**config.mk**
```make
export PLATFORM = sky130hd
export DESIGN_NAME = rcounter_bcd_timer_flat
export DESIGN_NICKNAME = d
export VERILOG_FILES = /design/src/rtl/rcounter_pkg.sv /design/src/rtl/rcounter_bcd_timer_if.sv /design/src/rtl/rcounter_bcd_timer_bcd_pair_step.sv /design/src/rtl/rcounter_bcd_timer.sv /design/src/flat_wrapper.sv
export SDC_FILE = /design/constraint.sdc
export NUM_CORES = 1
export LEC_CHECK = 0
export BUFFER_PORTS_ARGS = -buffer_cell sky130_fd_sc_hd__clkbuf_2
export CAP_MARGIN = 20
export CORE_MARGIN = 3
export CORE_UTILIZATION = 50
export CTS_CLUSTER_SIZE = 25
export DETAILED_ROUTE_END_ITERATION = 10
export PLACE_DENSITY = 0.82
export REMOVE_ABC_BUFFERS = 1
export SYNTH_ARGS = -nofsm -noshare
export SYNTH_HDL_FRONTEND = slang
export SYNTH_SLANG_ARGS = --single-unit
```
**constraint.sdc**
```tcl
create_clock -name clk_core -period 2.8 [get_ports clk_core]
set_input_delay 0.28 -clock clk_core [delete_from_list [all_inputs] [get_ports clk_core]]
set_output_delay 0.28 -clock clk_core [all_outputs]
set_load 0.005 [all_outputs]
```
**src/rtl/rcounter_pkg.sv**
```systemverilog
// Shared types, BCD limits and preset validation for the BCD timer.
// No ports; imported by the interface consumers and the counter datapath.
package rcounter_pkg;

  typedef enum logic [1:0] {
    IDLE,
    RUN,
    DONE
  } state_e;

  localparam logic [3:0] BCD_DIGIT_MAX    = 4'd9;
  localparam logic [3:0] BCD_TENS_SEC_MAX = 4'd5;
  localparam logic [7:0] BCD_SEC_MAX      = 8'h59;
  localparam logic [7:0] BCD_CENT_MAX     = 8'h99;

  // BCD ordering matches numeric ordering once both digits are legal,
  // so a plain compare against a BCD limit is sufficient.
  function automatic logic bcd_pair_valid(
    input logic [7:0] value,
    input logic [7:0] max
  );
    return (value[7:4] <= BCD_DIGIT_MAX) &&
           (value[3:0] <= BCD_DIGIT_MAX) &&
           (value <= max);
  endfunction

endpackage

```
**src/rtl/rcounter_bcd_timer_if.sv**
```systemverilog
// Control/preset and time/status bundle between front-end and timer.
// master: button/preset side; slave: the timer core.
interface rcounter_bcd_timer_if;

  logic       load;
  logic       en;
  logic       dir;
  logic [7:0] min_i;
  logic [7:0] sec_i;
  logic [7:0] ms_10_i;
  logic [7:0] min_o;
  logic [7:0] sec_o;
  logic [7:0] ms_10_o;
  logic       time_out;
  logic       running;
  logic       load_err;

  modport master (
    output load, en, dir, min_i, sec_i, ms_10_i,
    input  min_o, sec_o, ms_10_o, time_out, running, load_err
  );

  modport slave (
    input  load, en, dir, min_i, sec_i, ms_10_i,
    output min_o, sec_o, ms_10_o, time_out, running, load_err
  );

endinterface

```
**src/rtl/rcounter_bcd_timer_bcd_pair_step.sv**
```systemverilog
// One two-digit BCD field stepped up/down by one with wrap at 0/MAX.
// Ports: val_i current, step_i/dir_i control, val_o next, cy_o carry/borrow.
module bcd_pair_step
  import rcounter_pkg::*;
#(
  parameter logic [7:0] MAX = 8'h99
) (
  input  logic [7:0] val_i,
  input  logic       step_i,
  input  logic       dir_i,
  output logic [7:0] val_o,
  output logic       cy_o
);

  always_comb begin
    val_o = val_i;
    cy_o  = 1'b0;
    if (step_i) begin
      if (dir_i) begin
        if (val_i == MAX) begin
          val_o = 8'h00;
          cy_o  = 1'b1;
        end else if (val_i[3:0] == BCD_DIGIT_MAX) begin
          val_o = {val_i[7:4] + 4'd1, 4'd0};
        end else begin
          val_o = {val_i[7:4], val_i[3:0] + 4'd1};
        end
      end else begin
        if (val_i == 8'h00) begin
          val_o = MAX;
          cy_o  = 1'b1;
        end else if (val_i[3:0] == 4'd0) begin
          val_o = {val_i[7:4] - 4'd1, BCD_DIGIT_MAX};
        end else begin
          val_o = {val_i[7:4], val_i[3:0] - 4'd1};
        end
      end
    end
  end

endmodule

```
**src/rtl/rcounter_bcd_timer.sv**
```systemverilog
// BCD min/sec/10ms up/down timer with 10 ms prescaler, load and time-out.
// Ports: clk_core, rst (async high), bus (slave modport of the timer if).
// RCOUNTER_AUTO_RELOAD_EN: reload and keep running instead of sticky DONE.
module rcounter_bcd_timer
  import rcounter_pkg::*;
#(
  parameter int         TICK_DIV = 500000,
  parameter logic [7:0] MIN_MAX  = 8'h59
) (
  input  logic                   clk_core,
  input  logic                   rst,
  rcounter_bcd_timer_if.slave    bus
);

  localparam int PW = (TICK_DIV > 2) ? $clog2(TICK_DIV) : 1;
  localparam logic [PW-1:0] PMAX = PW'(TICK_DIV - 1);

  state_e        state_q, state_d;
  logic [23:0]   cnt_q, cnt_d;
  logic [23:0]   preset_q, preset_d;
  logic [PW-1:0] presc_q, presc_d;
  logic          dir_q, dir_d;
  logic          time_out_q, time_out_d;
  logic          load_err_q, load_err_d;

  logic [23:0] target;
  logic [23:0] reload;
  logic [23:0] stepped;
  logic        at_target;
  logic        tick;
  logic        preset_ok;
  logic        ms_cy, sec_cy, min_cy_unused;

  // Target and reload value both derive from the latched preset.
  assign target    = dir_q ? preset_q : 24'h0;
  assign reload    = dir_q ? 24'h0 : preset_q;
  assign at_target = (cnt_q == target);
  assign tick      = (state_q == RUN) && bus.en &&
                     !at_target && (presc_q == PMAX);

  assign preset_ok = bcd_pair_valid(bus.min_i, MIN_MAX) &&
                     bcd_pair_valid(bus.sec_i, BCD_SEC_MAX) &&
                     (bus.sec_i[7:4] <= BCD_TENS_SEC_MAX) &&
                     bcd_pair_valid(bus.ms_10_i, BCD_CENT_MAX);

  bcd_pair_step #(.MAX(BCD_CENT_MAX)) u_ms (
    .val_i  (cnt_q[7:0]),
    .step_i (tick),
    .dir_i  (dir_q),
    .val_o  (stepped[7:0]),
    .cy_o   (ms_cy)
  );

  bcd_pair_step #(.MAX(BCD_SEC_MAX)) u_sec (
    .val_i  (cnt_q[15:8]),
    .step_i (ms_cy),
    .dir_i  (dir_q),
    .val_o  (stepped[15:8]),
    .cy_o   (sec_cy)
  );

  bcd_pair_step #(.MAX(MIN_MAX)) u_min (
    .val_i  (cnt_q[23:16]),
    .step_i (sec_cy),
    .dir_i  (dir_q),
    .val_o  (stepped[23:16]),
    .cy_o   (min_cy_unused)
  );

  always_comb begin
    state_d    = state_q;
    cnt_d      = stepped;
    preset_d   = preset_q;
    presc_d    = presc_q;
    dir_d      = dir_q;
    load_err_d = 1'b0;
`ifdef RCOUNTER_AUTO_RELOAD_EN
    time_out_d = 1'b0;
`else
    time_out_d = time_out_q;
`endif

    if ((state_q == RUN) && bus.en) begin
      presc_d = (presc_q == PMAX) ? '0 : presc_q + 1'b1;
    end

    if ((state_q == RUN) && at_target) begin
`ifdef RCOUNTER_AUTO_RELOAD_EN
      cnt_d      = reload;
      time_out_d = 1'b1;
`else
      state_d    = DONE;
      time_out_d = 1'b1;
`endif
    end

    // A valid load overrides any tick or compare on the same edge.
    if (bus.load) begin
      if (preset_ok) begin
        preset_d   = {bus.min_i, bus.sec_i, bus.ms_10_i};
        dir_d      = bus.dir;
        cnt_d      = bus.dir ? 24'h0 : preset_d;
        presc_d    = '0;
        time_out_d = 1'b0;
        state_d    = RUN;
      end else begin
        cnt_d      = cnt_q;
        state_d    = state_q;
        time_out_d = time_out_q;
        load_err_d = 1'b1;
      end
    end
  end

  always_ff @(posedge clk_core or posedge rst) begin
    if (rst) begin
      state_q    <= IDLE;
      cnt_q      <= '0;
      preset_q   <= '0;
      presc_q    <= '0;
      dir_q      <= 1'b0;
      time_out_q <= 1'b0;
      load_err_q <= 1'b0;
    end else begin
      state_q    <= state_d;
      cnt_q      <= cnt_d;
      preset_q   <= preset_d;
      presc_q    <= presc_d;
      dir_q      <= dir_d;
      time_out_q <= time_out_d;
      load_err_q <= load_err_d;
    end
  end

  assign bus.min_o    = cnt_q[23:16];
  assign bus.sec_o    = cnt_q[15:8];
  assign bus.ms_10_o  = cnt_q[7:0];
  assign bus.time_out = time_out_q;
  assign bus.load_err = load_err_q;
  assign bus.running  = (state_q == RUN) && bus.en;

endmodule
```
**src/flat_wrapper.sv**
```systemverilog
// flat-port wrapper written by rule: the top's interface ports become plain ports
module rcounter_bcd_timer_flat import rcounter_pkg::*;
#(
  parameter int         TICK_DIV = 500000,
  parameter logic [7:0] MIN_MAX  = 8'h59
)
  (clk_core, rst, bus_load, bus_en, bus_dir, bus_min_i, bus_sec_i, bus_ms_10_i, bus_min_o, bus_sec_o, bus_ms_10_o, bus_time_out, bus_running, bus_load_err);
  rcounter_bcd_timer_if bus_i ();
  input  logic clk_core;
  input  logic rst;
  input wire logic [$bits(bus_i.load)-1:0] bus_load;
  input wire logic [$bits(bus_i.en)-1:0] bus_en;
  input wire logic [$bits(bus_i.dir)-1:0] bus_dir;
  input wire logic [$bits(bus_i.min_i)-1:0] bus_min_i;
  input wire logic [$bits(bus_i.sec_i)-1:0] bus_sec_i;
  input wire logic [$bits(bus_i.ms_10_i)-1:0] bus_ms_10_i;
  output wire logic [$bits(bus_i.min_o)-1:0] bus_min_o;
  output wire logic [$bits(bus_i.sec_o)-1:0] bus_sec_o;
  output wire logic [$bits(bus_i.ms_10_o)-1:0] bus_ms_10_o;
  output wire logic [$bits(bus_i.time_out)-1:0] bus_time_out;
  output wire logic [$bits(bus_i.running)-1:0] bus_running;
  output wire logic [$bits(bus_i.load_err)-1:0] bus_load_err;
  assign bus_i.load = bus_load;
  assign bus_i.en = bus_en;
  assign bus_i.dir = bus_dir;
  assign bus_i.min_i = bus_min_i;
  assign bus_i.sec_i = bus_sec_i;
  assign bus_i.ms_10_i = bus_ms_10_i;
  assign bus_min_o = bus_i.min_o;
  assign bus_sec_o = bus_i.sec_o;
  assign bus_ms_10_o = bus_i.ms_10_o;
  assign bus_time_out = bus_i.time_out;
  assign bus_running = bus_i.running;
  assign bus_load_err = bus_i.load_err;
  rcounter_bcd_timer #(.TICK_DIV(TICK_DIV), .MIN_MAX(MIN_MAX)) u_core (.clk_core(clk_core), .rst(rst), .bus(bus_i));
endmodule
```
Word level (Yosys, flattened, before mapping). Cells that the tools add are included. Widths: inputs -> output; s select.

Reduce and logical (&&, ||, !) cells: 35. $lt $le $gt $ge: 10. Multiplexer cells: 42. Add/sub/neg operators: 13. Equal/unequal tests: 13.

Operators by type and width (number): $mux 8 (18); $mux 24 (4); $mux 19 (4); $add 4x1->4 const B (6); $eq 24x24->1 (1); $le 4x4->1 const B (6); $logic_not 8->1 (3); $sub 4x1->4 const B (6); $add 19x1->19 const B (1); $eq 19x19->1 const B (1); $eq 8x7->1 const B (2); $le 8x7->1 const B (2); $logic_and 1x1->1 (13); $mux 1 (13); $eq 4x4->1 const B (3); $logic_not 4->1 (3); $ne 4x4->1 const B (3); $reduce_and 4->1 (3); $reduce_bool 4->1 (3); $reduce_and 2->1 (5); $eq 8x8->1 const B (1); $le 8x8->1 const B (1); $reduce_bool 2->1 (4); $mux 2 (3); 4 further kinds (4).

Word-level logic and storage cells: 125. Output and inout port bits: 27. Input bits: 29. Flip-flop bits (word level): 72.

Longest topological paths before layout.
Depth in word-level cells: 9. Gate-level depth with buffers: 10. Gate-level depth less buffers: 9.

Cells and area by module. Synthesis repeated with hierarchy kept, for this count alone.

Cells, all modules: 566. Area, all modules: 5172.5 um2.

Modules (own cells, without submodules): rcounter_bcd_timer (area each 3683.5 um2, cells an instance 336, times used 1, seq. area each 1776.7 um2); bcd_pair_step at u_core.u_min ... (area each 476.7 um2, cells an instance 74, times used 2, seq. area each 0.0 um2); bcd_pair_step at u_core.u_ms (area each 535.5 um2, cells an instance 82, times used 1, seq. area each 0.0 um2).

Worst setup path before layout. OpenSTA, ideal clock, no wires.

Path type: reg2reg. From: reg u_core.cnt_q[12]. To: reg u_core.cnt_q[10]. Cell stages (with the launch flop): 9. Arrival: 2.176 ns. Path slack: 0.499 ns. Path buffers: 1. Period minus slack after synthesis: 2.301 ns. Library setup time: 0.125 ns. Data required time: 2.675 ns. Cell sequence: dfrtp_1 -> buf_2 -> xor2_1 -> o22ai_1 -> a22oi_1 -> a2111o_1 -> o21a_2 -> nor2_2 -> mux2_2.

Cells in the longest elaborated chain, start to end: 7. Elaborated cells between the ends (all ways): 14. Classes of those cells: eq/ne (2); mux (6); reduce/logical (6).

Ends and longest elaborated chain: start: declaration (RTL line rcounter_bcd_timer.sv:19) `logic [23:0] cnt_q, cnt_d;`; start signal: assignment (RTL line rcounter_bcd_timer.sv:126) `cnt_q <= cnt_d;`; $eq 24x24->1 (RTL line rcounter_bcd_timer.sv:37) `assign at_target = (cnt_q == target);`; $logic_not 1->1 (RTL line rcounter_bcd_timer.sv:39) `!at_target && (presc_q == PMAX);`; $logic_and 1x1->1 (RTL line rcounter_bcd_timer.sv:38) `assign tick = (state_q == RUN) && bus.en &&`; $logic_and 1x1->1 (RTL line rcounter_bcd_timer.sv:39); $mux 1 (RTL line rcounter_bcd_timer_bcd_pair_step.sv:18) `if (step_i) begin`; $reduce_bool 2->1 (no line); $reduce_and 2->1 (no line).

Parallel ways exist; a longest one is shown, timed or not. The select of a mux whose other input is x is not followed. A chain may end at the register's enable or synchronous reset.

Final worst setup path.
From: reg u_core.cnt_q[12]. To: reg u_core.cnt_q[8].

Same word-level chain as after synthesis.

==> impl_metrics.env <==
export IMPL_slew_headroom_pct=53.0
export IMPL_crit_cells=7
export IMPL_r2r_end="u_core.cnt_q[8]"
export IMPL_setup_viol_count_final=0
export IMPL_clk_pin_slew_worst_paths_ns=0.09
export IMPL_grt_pass1_wl_um=23700
export IMPL_path_cells="xor2_1 -> o22ai_1 -> a22oi_1 -> a2111o_1 -> o21a_2 -> nor2_2 -> mux2_2"
export IMPL_clock_path_buffers=2
export IMPL_fp_dieH_um=108
export IMPL_clock_skew_ns=0.0163
export IMPL_cts_sinks=71
export IMPL_r2r_slack_ns=0.20
export IMPL_max_freq_mhz=385
export IMPL_synth_top_cells_by_area="dfrtp_1 (34%), nand2_1 (8.5%), ha_1 (5.1%), nor2_1 (3.8%), o21ai_0 (3.8%)"
export IMPL_grt_overflow_total=0
export IMPL_nets=732
export IMPL_cp_startpoint="u_core.cnt_q[12]"
export IMPL_synthFlopType="dfrtp_1"
export IMPL_crit_fanout=11
export IMPL_ys_ff_latch=71
export IMPL_powerDensity_mw_per_mm2=570
export IMPL_rr_worst_depth=7
export IMPL_maxSlewViolCount=0
export IMPL_finalCritPeriodShare_pct=92.8
export IMPL_hpwl_um=10800
export IMPL_grt_pass1_vias=4851
export IMPL_drv_cap=0
export IMPL_reg2reg_from="u_core.cnt_q[12]"
export IMPL_slowest_stage="dfrtp_1"
export IMPL_die_width_um=108
export IMPL_cts_tree="built"
export IMPL_critPathKind="register to register"
export IMPL_cp_arrival_ns=2.83
export IMPL_rows=36
export IMPL_ys_seq_area_share_pct=34.3
export IMPL_yosysWarnings=0
export IMPL_leakagePower_uw=0.00269
export IMPL_wirelength_um=14500
export IMPL_wl_met1_um=6100
export IMPL_cts_hold_buf=0
export IMPL_worst_hold_path_type="input port to asynchronous set/reset pin"
export IMPL_die_area_mm2=0.0116
export IMPL_routedWlPerCell_um=17.7
export IMPL_finalSetupTns_ns=0
export IMPL_htreeDepth=3
export IMPL_path_buf_inv=0
export IMPL_crit_end="u_core.cnt_q[8]"
export IMPL_mostFrequentLayoutCell="nand2_1"
export IMPL_track_usage_pct=25.5
export IMPL_synthArstFlopShare_pct=100
export IMPL_clock_latency_ns=0.36
export IMPL_vias_per_cell=6.11
export IMPL_worstSetupEndpointType="register"
export IMPL_final_cells=820
export IMPL_max_vdd_ir_drop_uv=339
export IMPL_dr_wl_met2_um=7090
export IMPL_io_buffer_count=55
export IMPL_synth_top_cell_by_area="dfrtp_1"
export IMPL_cts_setup_buffers=0
export IMPL_start_kind="register"
export IMPL_ys_types=74
export IMPL_drt_first_pass_iters=5
export IMPL_syn_cell_area_mm2=0.00518
export IMPL_critical_path_required_ns=3.03
export IMPL_fin_crit_ns=2.60
export IMPL_synthCells=625
export IMPL_met3_length_um=1030
export IMPL_slowest_delay_ns=0.54
export IMPL_place_congestion=0.916
export IMPL_drt_iter0_markers=408
export IMPL_drc=0
export IMPL_syn_avg_cell_area_um2=8.29
export IMPL_grt_start_max_net_pins=46
export IMPL_ios=56
export IMPL_final_cell_mix="nand2_1 (118), dfrtp_1 (71), clkbuf_2 (55)"
export IMPL_drive_above_1_share_pct=18.8
export IMPL_cts_buffers_inserted=9
export IMPL_top_layer="met4"
export IMPL_status="finished, final reports clean"
export IMPL_drtAntennaViolNets=0
export IMPL_dpl_cell_count=804
export IMPL_synth_edf_count=0
export IMPL_worst_slew_pin_slew_ns=0.704
export IMPL_syn_to_final_growth_pct=13.3
export IMPL_whs_ns=0.0112
export IMPL_synth_top_cell_area_share_pct=34.3
export IMPL_core_mm2=0.00991
export IMPL_start_util_pct=52.3
export IMPL_root_buffer="clkbuf_8"
export IMPL_rsz0062_at_grt="no"
export IMPL_antenna_found_initial=0
export IMPL_critPathTopFamily="compound AO/OA/AOI/OAI gates"
export IMPL_diodes=0
export IMPL_vias=5008
export IMPL_hold_viol=0
worst min-delay path by stage:
| stage | startpoint | end | cells past startpoint |
|---|---|---|---|
| 4_1_cts | rst | u_core.preset_q[13] | 2 |
| 5_1_grt | rst | u_core.cnt_q[14] | 2 |
| 3_3_place_gp | rst | u_core.cnt_q[9] | 2 |
| 3_5_place_dp | rst | u_core.cnt_q[10] | 2 |
| 6_report | rst | u_core.preset_q[13] | 2 |
| 2_1_floorplan | bus_dir | u_core.dir_q | 2 |
logic make-up (layout without fill, tap and decap cells):
group	Yosys count	in the layout	share of synthesized area, %
xor gates and xnor gates	30	30	5.07
muxes	22	22	5.36
AOI/OAI and AO/OA	143	143	18.0
adders and majority gates	21	21	5.07
and+or+nand+nor	281	281	27.7
DFF	71	71	34.3
buffers and inverters	57	119	4.49
what timing repair did:
item | 4_1_cts | 5_1_grt
gates resized for setup | 0 | 1
hold endpoints to repair | 0 | 0
setup endpoints to repair | 0 | 3
stage by stage:
stage / setup WS [ns] / total power (µW) / utilization [%] / instance area [µm²]
floorplan: -0.125 / 2130 / - / 5040
global placement: 0.239 / 2500 / 57.4 / 5690
detailed placement: 0.186 / 2580 / 57.4 / 5690
CTS: 0.176 / 3330 / 59.2 / 5870
global route: 0.0672 / 3550 / 59.2 / 5870
finish: 0.200 / 3350 / 59.2 / 5870
power by group:
part           switching, µW  internal [µW]  leakage [µW]  total [µW]
Clock                    415            344     0.0000853         760
Sequential               254           1180      0.000914        1440
Combinational            633            517       0.00169        1150
flip-flops by register name (all words and copies together), names as in the netlist:
| register | cells |
|---|---|
| u_core.cnt_q | 24 |
| u_core.presc_q | 19 |
| u_core.bus.time_out | 1 |
| u_core.bus.load_err | 1 |
| u_core.preset_q | 24 |
| u_core.dir_q | 1 |
| u_core.state_q | 1 |
synthesized netlist by cell type, types with 8 or more instances:
cell      instances
nand2_1         118
dfrtp_1          71
nor2_1           53
o21ai_0          39
a21oi_1          37
inv_1            22
ha_1             21
clkbuf_1         20
xor2_1           18
nand3_1          17
nand4_1          12
xnor2_1          12
nor3_1           11
mux2i_1           9
o22ai_1           9
mux2_2            8
nor2b_1           8
metal layers:
| metal | GRT usage, % | vias up |
|---|---|---|
| met5 | 0 | - |
| met4 | 8.12 | 0 |
| li1 | - | 2326 |
| met2 | 43.2 | 236 |
| met3 | 4.44 | 31 |
| met1 | 33.3 | 2415 |
final cells by class:
type,count,area [µm²]
Clock buffer,11,141
Clock inverter,5,33.8
Fill cell,902,4040
Inverter,23,87.6
Multi-Input combinational cell,497,3180
Sequential cell,71,1780
Tap cell,133,166
Timing Repair Buffer,80,488
Power figures use the tool's default switching activity.
